===== config.mk =====
export PLATFORM = sky130hd
export DESIGN_NAME = mul_share_arbiter
export DESIGN_NICKNAME = d
export VERILOG_FILES = /design/src/rtl/mul_share_arbiter.sv
export SDC_FILE = /design/constraint.sdc
export NUM_CORES = 1
export LEC_CHECK = 0
export BUFFER_PORTS_ARGS = -buffer_cell sky130_fd_sc_hd__buf_2
export CAP_MARGIN = 20
export CORE_ASPECT_RATIO = 1.25
export CORE_MARGIN = 2
export CORE_UTILIZATION = 45
export CTS_BUF_LIST = sky130_fd_sc_hd__clkbuf_8
export DETAILED_ROUTE_END_ITERATION = 16
export PLACE_DENSITY = 0.87
export SYNTH_ARGS = -nofsm -noshare
export SYNTH_HDL_FRONTEND = slang
export SYNTH_SLANG_ARGS = --single-unit

===== constraint.sdc =====
create_clock -name clk -period 1.29 [get_ports clk]
set_input_delay 0.0645 -clock clk [delete_from_list [all_inputs] [get_ports clk]]
set_output_delay 0.0645 -clock clk [all_outputs]
set_load 0.03 [all_outputs]

===== src/rtl/mul_share_arbiter.sv =====
// mul_share_arbiter
// Shares one external combinational unsigned multiplier between two
// requesters. A round-robin arbiter picks one operand pair at a time. The
// pair is held in op_a/op_b while the product is computed. The product is
// then returned on the winner's response port until that requester takes it.
// Only one operation is ever in flight.

module mul_share_arbiter #(
    parameter int OP_W = 4
) (
    input  logic                clk,
    input  logic                rst,

    input  logic                req0_valid,
    input  logic [OP_W-1:0]     req0_a,
    input  logic [OP_W-1:0]     req0_b,
    output logic                req0_ready,

    input  logic                req1_valid,
    input  logic [OP_W-1:0]     req1_a,
    input  logic [OP_W-1:0]     req1_b,
    output logic                req1_ready,

    output logic                resp0_valid,
    output logic [2*OP_W-1:0]   resp0_product,
    input  logic                resp0_ready,

    output logic                resp1_valid,
    output logic [2*OP_W-1:0]   resp1_product,
    input  logic                resp1_ready,

    output logic [OP_W-1:0]     mul_a,
    output logic [OP_W-1:0]     mul_b,
    input  logic [2*OP_W-1:0]   mul_product,

    output logic                busy
);

    typedef enum logic [1:0] {
        IDLE,
        MUL,
        RESP
    } state_t;

    state_t              state;
    logic                rr;
    logic                gnt_id;
    logic [OP_W-1:0]     op_a;
    logic [OP_W-1:0]     op_b;
    logic [2*OP_W-1:0]   prod_reg;

    logic                win1;
    logic                any_valid;
    logic                offer;
    logic                resp_done;

    // Pick the arbitration winner: rr breaks ties, a lone requester always wins.
    always_comb begin
        any_valid = req0_valid | req1_valid;
        win1      = req1_valid & (~req0_valid | rr);
        offer     = (state == IDLE) & any_valid & ~rst;
    end

    // Ready goes only to the winner and only in IDLE. It depends on nothing
    // on the response side.
    assign req0_ready = offer & ~win1;
    assign req1_ready = offer &  win1;

    // The multiplier always sees the held operands, even in IDLE.
    assign mul_a = op_a;
    assign mul_b = op_b;

    // A response completes only through the granted port's ready. The other
    // port's ready is ignored.
    assign resp_done = gnt_id ? (resp1_valid & resp1_ready)
                              : (resp0_valid & resp0_ready);

    // Control FSM with registered response and busy outputs. The first RESP
    // cycle loads the response registers from prod_reg. resp_valid rises one
    // edge after that and is held until the granted requester takes it.
    always_ff @(posedge clk or posedge rst) begin
        if (rst) begin
            state         <= IDLE;
            rr            <= 1'b0;
            gnt_id        <= 1'b0;
            op_a          <= '0;
            op_b          <= '0;
            prod_reg      <= '0;
            resp0_valid   <= 1'b0;
            resp1_valid   <= 1'b0;
            resp0_product <= '0;
            resp1_product <= '0;
            busy          <= 1'b0;
        end else begin
            case (state)
                IDLE: begin
                    if (any_valid) begin
                        op_a   <= win1 ? req1_a : req0_a;
                        op_b   <= win1 ? req1_b : req0_b;
                        gnt_id <= win1;
                        rr     <= ~win1;
                        busy   <= 1'b1;
                        state  <= MUL;
                    end
                end
                MUL: begin
                    prod_reg <= mul_product;
                    state    <= RESP;
                end
                RESP: begin
                    if (resp_done) begin
                        resp0_valid   <= 1'b0;
                        resp1_valid   <= 1'b0;
                        resp0_product <= '0;
                        resp1_product <= '0;
                        busy          <= 1'b0;
                        state         <= IDLE;
                    end else if (!resp0_valid && !resp1_valid) begin
                        if (gnt_id) begin
                            resp1_valid   <= 1'b1;
                            resp1_product <= prod_reg;
                        end else begin
                            resp0_valid   <= 1'b1;
                            resp0_product <= prod_reg;
                        end
                    end
                end
                default: begin
                    state <= IDLE;
                    busy  <= 1'b0;
                end
            endcase
        end
    end

endmodule


==> flow_metrics.env, run 1 <==
export IMPL_grt_pass1_wl_mm=7.955
export IMPL_fin_ws_ns=-0.1517
export IMPL_violations="setup timing"
export IMPL_core_area_sq_mm=0.003816
export IMPL_use_met3=0.07045
export IMPL_cts_buffer_depth=2
export IMPL_vias_per_cell=5.334
export IMPL_vias=1627
export IMPL_pwr_share_clk=0.128
export IMPL_run_status="finished, violations left"
export IMPL_grt_pass1_vias=1647
export IMPL_ir_drop_mv=1.649
export IMPL_clk_pin_slew_ns=0.08
export IMPL_gp_congestion=0.7513
export IMPL_whs_ns=0.01726
export IMPL_synth_top_area_frac=0.5368
export IMPL_cp_arrival_ns=1.38
export IMPL_clock_sinks=39
export IMPL_leakage_uw=0.001240
export IMPL_htreeDepth=2
export IMPL_min_period_ns=1.442
export IMPL_die_h_um=75.07
export IMPL_firstDrtPassIters=4
export IMPL_p_sw_uw=2907
export IMPL_maxSlewHeadroom=0.7136
export IMPL_crit_path_start_kind="flop"
export IMPL_synth_area_leader_cell="dfrtp_1"
export IMPL_clk_latency_ns=0.30
export IMPL_start_util=0.4764
export IMPL_dpl_cell_count=275
export IMPL_synthFlopType="dfrtp_1"
export IMPL_synth_net_count=188
export IMPL_setup_violations=28
export IMPL_synth_edf_count=0
export IMPL_worstMarginPinSlew_ns=0.4296
export IMPL_drtIter0Drc=49
export IMPL_ys_top_cells_by_count="dfrtp_1 (39), nor2b_1 (12), nand3_1 (9), o21ai_1 (9)"
export IMPL_grt_usage=0.2417
export IMPL_worstPathRequired_ns=1.23
export IMPL_io_pin_count=59
export IMPL_finalMaxSlewViolations=0
export IMPL_drive_gt1_frac=0.4024
export IMPL_combPwrFrac=0.529
export IMPL_fill_cells=282
export IMPL_fp_row_count=25
export IMPL_drc_errors=0
export IMPL_synth_cell_types=28
export IMPL_drtAntennaViolNets=0
export IMPL_die_w_um=60.85
export IMPL_grt_max_degree=35
export IMPL_grt_busiest_layer="met2"
export IMPL_syn_inst=158
export IMPL_p_seq_frac=0.342
export IMPL_fin_nets=280
export IMPL_rsz0062_at_grt="true"
export IMPL_end_kind="primary output"
export IMPL_antenna_found_initial=0
export IMPL_drt_total_wl_mm=5.173
export IMPL_cts_buffers=5
export IMPL_wl_per_cell_um=16.96
export IMPL_use_met2=0.3763
export IMPL_yosys_top_cells_area="dfrtp_1 (54%), mux2_1 (5.0%), a221o_1 (4.4%)"
export IMPL_synthArstFlopShare=1.000
export IMPL_root_buffer="clkbuf_8"
export IMPL_p_int_uw=3698
export IMPL_ys_seq_area_frac=0.5368
export IMPL_grt_ovfl_total=0
export IMPL_hpwl_mm=3.174
export IMPL_synth_area_sq_mm=0.001818
export IMPL_n_antenna_cell=0
export IMPL_clock_fmax_mhz=693.6
export IMPL_yosys_warnings=0
export IMPL_layout_cells_non_filler=305
export IMPL_cts_tree="done"
export IMPL_area_growth_pct=43.08
export IMPL_p_sw_frac=0.4402
export IMPL_worstSetupPathType="reg -> out"
export IMPL_tns_ns=-1.374
export IMPL_dieArea_sq_mm=0.004568
export IMPL_yosysMostFrequentCell="dfrtp_1"
export IMPL_ys_ff_latch=39
export IMPL_fin_crit_sh=1.118
export IMPL_p_per_area_mw_per_mm2=2539
export IMPL_avgSynthCellArea_sq_um=11.51
export IMPL_critPathMaxFanout=5
export IMPL_finClkSkew_ns=0.01394
export IMPL_grt_use_met1=0.3000
export IMPL_min_path_type="in -> reg"
export IMPL_hold_viol_final=0
export IMPL_cap_violations=0
export IMPL_place_port_buffers=58
-- logic make-up after synthesis --
family	after synthesis	share of synthesized area
and+or+nand+nor	45	0.1569
DFF	39	0.5368
AOI/OAI and AO/OA	52	0.2140
muxes	8	0.04955
buffers and inverters	14	0.04267
-- worst max-delay path, cell delays in order, from the launching register on --
cell and delay, ns:
dfrtp_2 0.46, nor2_4 0.15, and3_4 0.19, and2_4 0.14
buf_6 0.13
-- metrics by stage --
| step | total power [uW] | util | instance area, sq um | worst slack [ns] |
|---|---|---|---|---|
| after detailed placement | 5449 | 0.5902 | 2252 | -0.1168 |
| after global placement | 5320 | 0.5902 | 2252 | -0.06060 |
| final | 6605 | 0.6816 | 2601 | -0.1517 |
| after floorplan | 4392 | - | 1832 | -0.2226 |
| after global routing | 6980 | 0.6816 | 2601 | -0.1948 |
| after CTS | 6426 | 0.6662 | 2542 | -0.1224 |
-- routing by layer --
| metal | up-vias | wire [um] |
|---|---|---|
| li1 | 762 | - |
| met1 | 792 | 2140 |
| met2 | 58 | 2652 |
| met3 | 15 | 240 |
| met4 | 0 | 140 |
| met5 | - | 0 |
-- cell usage in the layout, fill, tap and decap left out, types with 9 or more instances in the layout --
master | Yosys | final
nor2b_1 | 12 | 11
buf_2 | 2 | 56
nand3_1 | 9 | 9
dlygate4sd3_1 | 0 | 18
dfrtp_1 | 39 | 35
o21ai_1 | 9 | 10
buf_4 | 0 | 16
-- power groups by stage --
stage               Combinational [uW]  Sequential [uW]  Clock, uW
floorplan                         1540             2850          0
global placement                  3120             2200          0
detailed placement                3230             2220          0
CTS                               3330             2240        859
global route                      3760             2310        908
finish                            3500             2260        847
-- final cells by class --
type	count	area [sq um]	area share
multi-input combinational	105	799.5	0.3074
timing repair buffer	95	645.6	0.2482
inverter	4	18.77	0.007215
tap	54	67.56	0.02597
sequential	39	980.9	0.3771
clock buffer	5	68.82	0.02646
clock inverter	3	20.02	0.007696
-- worst paths after layout --
kind	start	to	slack (ns)	depth (start not counted)
max	state[1]	req0_ready	-0.15	4
min	req1_b[1]	mul_b[1]	0.02	2
max reg2reg	resp0_valid	resp1_product[7]	-0.09	3
min reg2reg	prod_reg[1]	resp1_product[1]	0.53	1
max in group asynchronous	rst	mul_a[1]	0.20	4
min in group asynchronous	rst	resp1_product[6]	0.48	4
-- what timing repair did --
item / 4_1_cts / 5_1_grt
setup buffers: 2 / 3
hold endpoints to repair: 16 / 2
pin swaps: 3 / 2
endpoints found under the setup margin: 26 / 29
resized for setup: 11 / 7
hold buffers: 16 / 2
Note: power is estimated with default switching activity, not from simulation.
==> inputs of run 2 (changes only) <==
--- a/config.mk
+++ b/config.mk
@@ -12,7 +12,7 @@
 export CORE_UTILIZATION = 45
 export CTS_BUF_LIST = sky130_fd_sc_hd__clkbuf_8
 export DETAILED_ROUTE_END_ITERATION = 16
-export PLACE_DENSITY = 0.87
+export PLACE_DENSITY_LB_ADDON = 0.12
 export SYNTH_ARGS = -nofsm -noshare
 export SYNTH_HDL_FRONTEND = slang
 export SYNTH_SLANG_ARGS = --single-unit
==> flow_metrics.env, run 2 (same netlist as run 1, synthesis figures left out) <==
export IMPL_clk_pin_slew_ns=0.08
export IMPL_place_port_buffers=58
export IMPL_setup_violations=18
export IMPL_worstHoldPathCells=2
export IMPL_final_common_cell="buf_2"
export IMPL_worstSetupPathType="reg -> out"
export IMPL_grt_max_degree=37
export IMPL_fp_row_count=25
export IMPL_critPathMaxFanout=5
export IMPL_hold_end="prod_reg[0]"
export IMPL_die_h_um=75.07
export IMPL_end_kind="primary output"
export IMPL_cap_violations=0
export IMPL_leakage_uw=0.001266
export IMPL_grt_ovfl_total=0
export IMPL_htreeDepth=2
export IMPL_grt_pass1_vias=1682
export IMPL_clock_sinks=39
export IMPL_fin_ws_ns=-0.1257
export IMPL_dieArea_sq_mm=0.004568
export IMPL_wl_per_cell_um=15.18
export IMPL_vias_per_cell=5.259
export IMPL_fin_nets=280
export IMPL_reg2reg_to="resp1_product[5]"
export IMPL_maxSlewHeadroom=0.7009
export IMPL_tns_ns=-0.7864
export IMPL_min_path_type="in -> reg"
export IMPL_pre_cts_ws_ns=-0.1440
export IMPL_whs_ns=0.003209
export IMPL_root_buffer="clkbuf_8"
export IMPL_critical_path_slowest_cell="dfrtp_2"
export IMPL_worstPathRequired_ns=1.23
export IMPL_rsz0062_at_grt="true"
export IMPL_hold_viol_final=0
export IMPL_max_stage_delay_ns=0.45
export IMPL_die_w_um=60.85
export IMPL_violations="setup timing"
export IMPL_gp_congestion=0.7523
export IMPL_cp_arrival_ns=1.35
export IMPL_min_period_ns=1.416
export IMPL_cts_buffers=5
export IMPL_ir_drop_mv=1.240
export IMPL_hpwl_mm=3.369
export IMPL_cts_tree="done"
export IMPL_n_antenna_cell=0
export IMPL_clk_latency_ns=0.30
export IMPL_grt_pass1_wl_mm=7.700
export IMPL_layout_common_cells="buf_2 (56), dfrtp_1 (35), buf_4 (17)"
export IMPL_run_status="finished, violations left"
export IMPL_r2r_slack_ns=-0.07
export IMPL_cts_buffer_depth=2
export IMPL_finalMaxSlewViolations=0
export IMPL_drtIter0Drc=62
export IMPL_r2r_cells=4
export IMPL_area_growth_pct=44.73
export IMPL_min_delay_start="mul_product[0]"
export IMPL_start_util=0.4764
export IMPL_vias=1604
export IMPL_worstMarginPinSlew_ns=0.4487
export IMPL_p_per_area_mw_per_mm2=2574
export IMPL_fin_crit_sh=1.097
export IMPL_firstDrtPassIters=4
export IMPL_drt_total_wl_mm=4.631
export IMPL_io_pin_count=59
export IMPL_finClkSkew_ns=0.007686
export IMPL_drive_gt1_frac=0.4143
export IMPL_antenna_found_initial=0
export IMPL_crit_path_start_kind="flop"
export IMPL_core_area_sq_mm=0.003816
export IMPL_reg2reg_from="state[0]"
export IMPL_drtAntennaViolNets=0
export IMPL_cp_cell_sequence="nor2_4 -> and3_4 -> and2_4 -> buf_6"
export IMPL_drc_errors=0
export IMPL_clock_fmax_mhz=706.4
export IMPL_grt_usage=0.2283
run 2: cell type report:
type | count | area, sq um
clock buffers | 5 | 68.82
clock inverters | 3 | 43.79
fillers | 285 | 1185
inverters | 4 | 18.77
multi-input cells | 105 | 807.0
flip-flops and latches | 39 | 980.9
well taps | 54 | 67.56
repair buffers | 95 | 644.4
run 2: worst max-delay path by stage:
stage	start	endpoint	slack [ns]	depth (start not counted)
CTS	state[0]	req0_ready	-0.13	4
floorplan	resp0_valid	resp1_product[0]	-0.22	4
global route	state[1]	req0_ready	-0.17	4
global placement	resp0_valid	resp1_product[0]	-0.07	3
finish	state[1]	req0_ready	-0.13	4
detailed placement	state[0]	mul_a[1]	-0.14	4
run 2: timing repair:
item | CTS | global route
pin swaps | 6 | 7
endpoints found under the setup margin | 18 | 31
hold buffers | 16 | 0
setup buffers | 5 | 1
cloned | 0 | 0
hold endpoints to repair | 14 | 0
gates resized for setup | 14 | 5
run 2: metrics by stage:
step                instances  utilization  cell area, sq um  power (uW)
global route              305       0.6895              2631        7216
finish                    305       0.6895              2631        6774
global placement          277       0.5941              2267        5321
floorplan                 158            -              1832        4392
detailed placement        277       0.5941              2267        5467
CTS                       306       0.6915              2639        6811
run 2: power breakdown:
part | leakage [uW] | switching (uW) | internal (uW)
Sequential | 0.000475 | 417 | 1790
Clock | 0.0000581 | 444 | 576
Combinational | 0.000733 | 1960 | 1590
Total | 0.00127 | 2820 | 3960
run 2: layer usage:
layer,global-route usage,part of all wire
met2,0.4098,0.54
met3,0.05155,0.043
met1,0.2489,0.40
met4,0.1111,0.023
met5,0,0
run 2: critical path, delay by kind of cell (launching register included):
family                 cells  cell delay (ns)
buffers and inverters      1             0.12
DFF                        1             0.45
and+or+nand+nor            3             0.48
==> inputs of run 3 (changes only) <==
--- a/config.mk
+++ b/config.mk
@@ -12,7 +12,9 @@
 export CORE_UTILIZATION = 45
 export CTS_BUF_LIST = sky130_fd_sc_hd__clkbuf_8
 export DETAILED_ROUTE_END_ITERATION = 16
+export HOLD_SLACK_MARGIN = 0.05
 export PLACE_DENSITY_LB_ADDON = 0.12
+export SETUP_SLACK_MARGIN = 0.5
 export SYNTH_ARGS = -nofsm -noshare
 export SYNTH_HDL_FRONTEND = slang
 export SYNTH_SLANG_ARGS = --single-unit
==> flow_metrics.env, run 3 (same netlist as run 1, synthesis figures left out) <==
export IMPL_leakage_uw=0.001416
export IMPL_dieArea_sq_mm=0.004568
export IMPL_antenna_found_initial=0
export IMPL_grt_pass1_vias=1669
export IMPL_area_growth_pct=63.11
export IMPL_drc_errors=0
export IMPL_critical_path_slowest_cell="dfrtp_2"
export IMPL_cap_violations=0
export IMPL_drtIter0Drc=104
export IMPL_vias=1640
export IMPL_fp_row_count=25
export IMPL_n_antenna_cell=0
export IMPL_start_util=0.4764
export IMPL_root_buffer="clkbuf_8"
export IMPL_drt_total_wl_mm=5.030
export IMPL_cts_buffer_depth=2
export IMPL_die_w_um=60.85
export IMPL_min_path_type="in -> reg"
export IMPL_final_common_cell="buf_6"
export IMPL_grt_max_degree=23
export IMPL_max_stage_delay_ns=0.44
export IMPL_cp_arrival_ns=1.33
export IMPL_gp_congestion=0.7720
export IMPL_ir_drop_mv=1.511
export IMPL_vias_per_cell=5.190
export IMPL_fin_ws_ns=-0.1076
export IMPL_cp_cell_sequence="nor2_4 -> and3_4 -> and2_4 -> buf_6"
export IMPL_fin_util=0.7770
export IMPL_grt_pass1_wl_mm=7.997
export IMPL_worstPathRequired_ns=1.23
export IMPL_whs_ns=-0.00009989
export IMPL_clock_fmax_mhz=715.5
export IMPL_end_kind="primary output"
export IMPL_clk_pin_slew_ns=0.08
export IMPL_grt_usage=0.2379
export IMPL_fin_crit_sh=1.083
export IMPL_min_period_ns=1.398
export IMPL_layout_common_cells="buf_6 (39), dfrtp_1 (35), buf_4 (30)"
export IMPL_fin_area_sq_mm=0.002965
export IMPL_rsz0062_at_grt="true"
export IMPL_hpwl_mm=3.169
export IMPL_crit_path_start_kind="flop"
export IMPL_setup_violations=28
export IMPL_io_pin_count=59
export IMPL_clock_sinks=39
export IMPL_fin_nets=291
export IMPL_die_h_um=75.07
export IMPL_cts_tree="done"
export IMPL_fill_cells=251
export IMPL_hold_viol_final=1
export IMPL_clk_latency_ns=0.29
export IMPL_drive_gt1_frac=0.5382
export IMPL_cts_buffers=5
export IMPL_worstSetupPathType="reg -> out"
export IMPL_htreeDepth=2
export IMPL_place_port_buffers=58
export IMPL_worstMarginPinSlew_ns=0.3386
export IMPL_p_per_area_mw_per_mm2=2736
export IMPL_violations="hold timing, setup timing"
export IMPL_core_area_sq_mm=0.003816
export IMPL_hold_buffers=7
export IMPL_grt_ovfl_total=0
export IMPL_firstDrtPassIters=4
export IMPL_finalMaxSlewViolations=0
export IMPL_finClkSkew_ns=0.009538
export IMPL_critPathMaxFanout=4
export IMPL_maxSlewHeadroom=0.7743
export IMPL_wl_per_cell_um=15.92
export IMPL_run_status="finished, violations left"
export IMPL_totalPowerFinal_uw=8113
export IMPL_placed_cell_area_sq_mm=0.002291
export IMPL_drtAntennaViolNets=0
run 3: cell count changes in the layout (fill, tap and decap cells not counted), sizes merged:
cell         change
buf             +20
dlygate4sd3      -9
run 3: where the power goes:
| part | internal (uW) | switching, uW | leakage, uW |
|---|---|---|---|
| Combinational | 2580 | 2200 | 0.000883 |
| Clock | 576 | 447 | 0.0000581 |
| Sequential | 1800 | 515 | 0.000475 |
run 3: metal layers:
layer  GRT usage  part of all wire
met1      0.2803              0.39
met2      0.4265              0.54
met3     0.04296             0.053
met4     0.08696            0.0099
met5           0                 0
run 3: worst paths after layout:
path,from,end,slack (ns),cells after the start
worst max-delay path,state[1],req0_ready,-0.11,4
worst min-delay path,req1_b[0],mul_b[0],-0.0001,2
worst max register to register,state[0],prod_reg[4],-0.09,5
worst min register to register,prod_reg[5],resp1_product[5],0.54,1
max in group asynchronous,rst,resp1_valid,0.59,4
min in group asynchronous,rst,resp1_product[7],0.43,4
run 3: final cells by class:
| type | instances | area [sq um] | share of cell area |
|---|---|---|---|
| inverter | 4 | 18.77 | 0.006329 |
| tap | 54 | 67.56 | 0.02278 |
| sequential | 39 | 980.9 | 0.3308 |
| clock inverter | 3 | 43.79 | 0.01477 |
| multi-input combinational | 105 | 885.9 | 0.2987 |
| clock buffer | 5 | 68.82 | 0.02321 |
| timing repair buffer | 106 | 899.6 | 0.3034 |
run 3: critical path: cells and delay by family (launching register included):
| family | cells | cell delay (ns) |
|---|---|---|
| flip-flops | 1 | 0.44 |
| buffers and inverters | 1 | 0.12 |
| AND/OR/NAND/NOR | 3 | 0.48 |
run 3: through the flow:
stage                     setup TNS [ns]  setup WS, ns  instances  hold slack, ns
after floorplan                   -2.024       -0.2226        158         0.04529
after detailed placement          -1.715       -0.1250        276          0.1684
after global placement           -0.8949      -0.06734        276          0.1653
after CTS                         -1.862       -0.1214        307       -0.004993
after global routing              -3.433       -0.1602        316       -0.005578
final                             -1.789       -0.1076        316     -0.00009989
run 3: repair_timing:
action | 4_1_cts | 5_1_grt
cloned | 1 | 0
pin swaps | 8 | 9
endpoints found under the hold margin | 55 | 10
endpoints found under the setup margin | 68 | 68
resized for setup | 81 | 9
setup buffers | 15 | 9
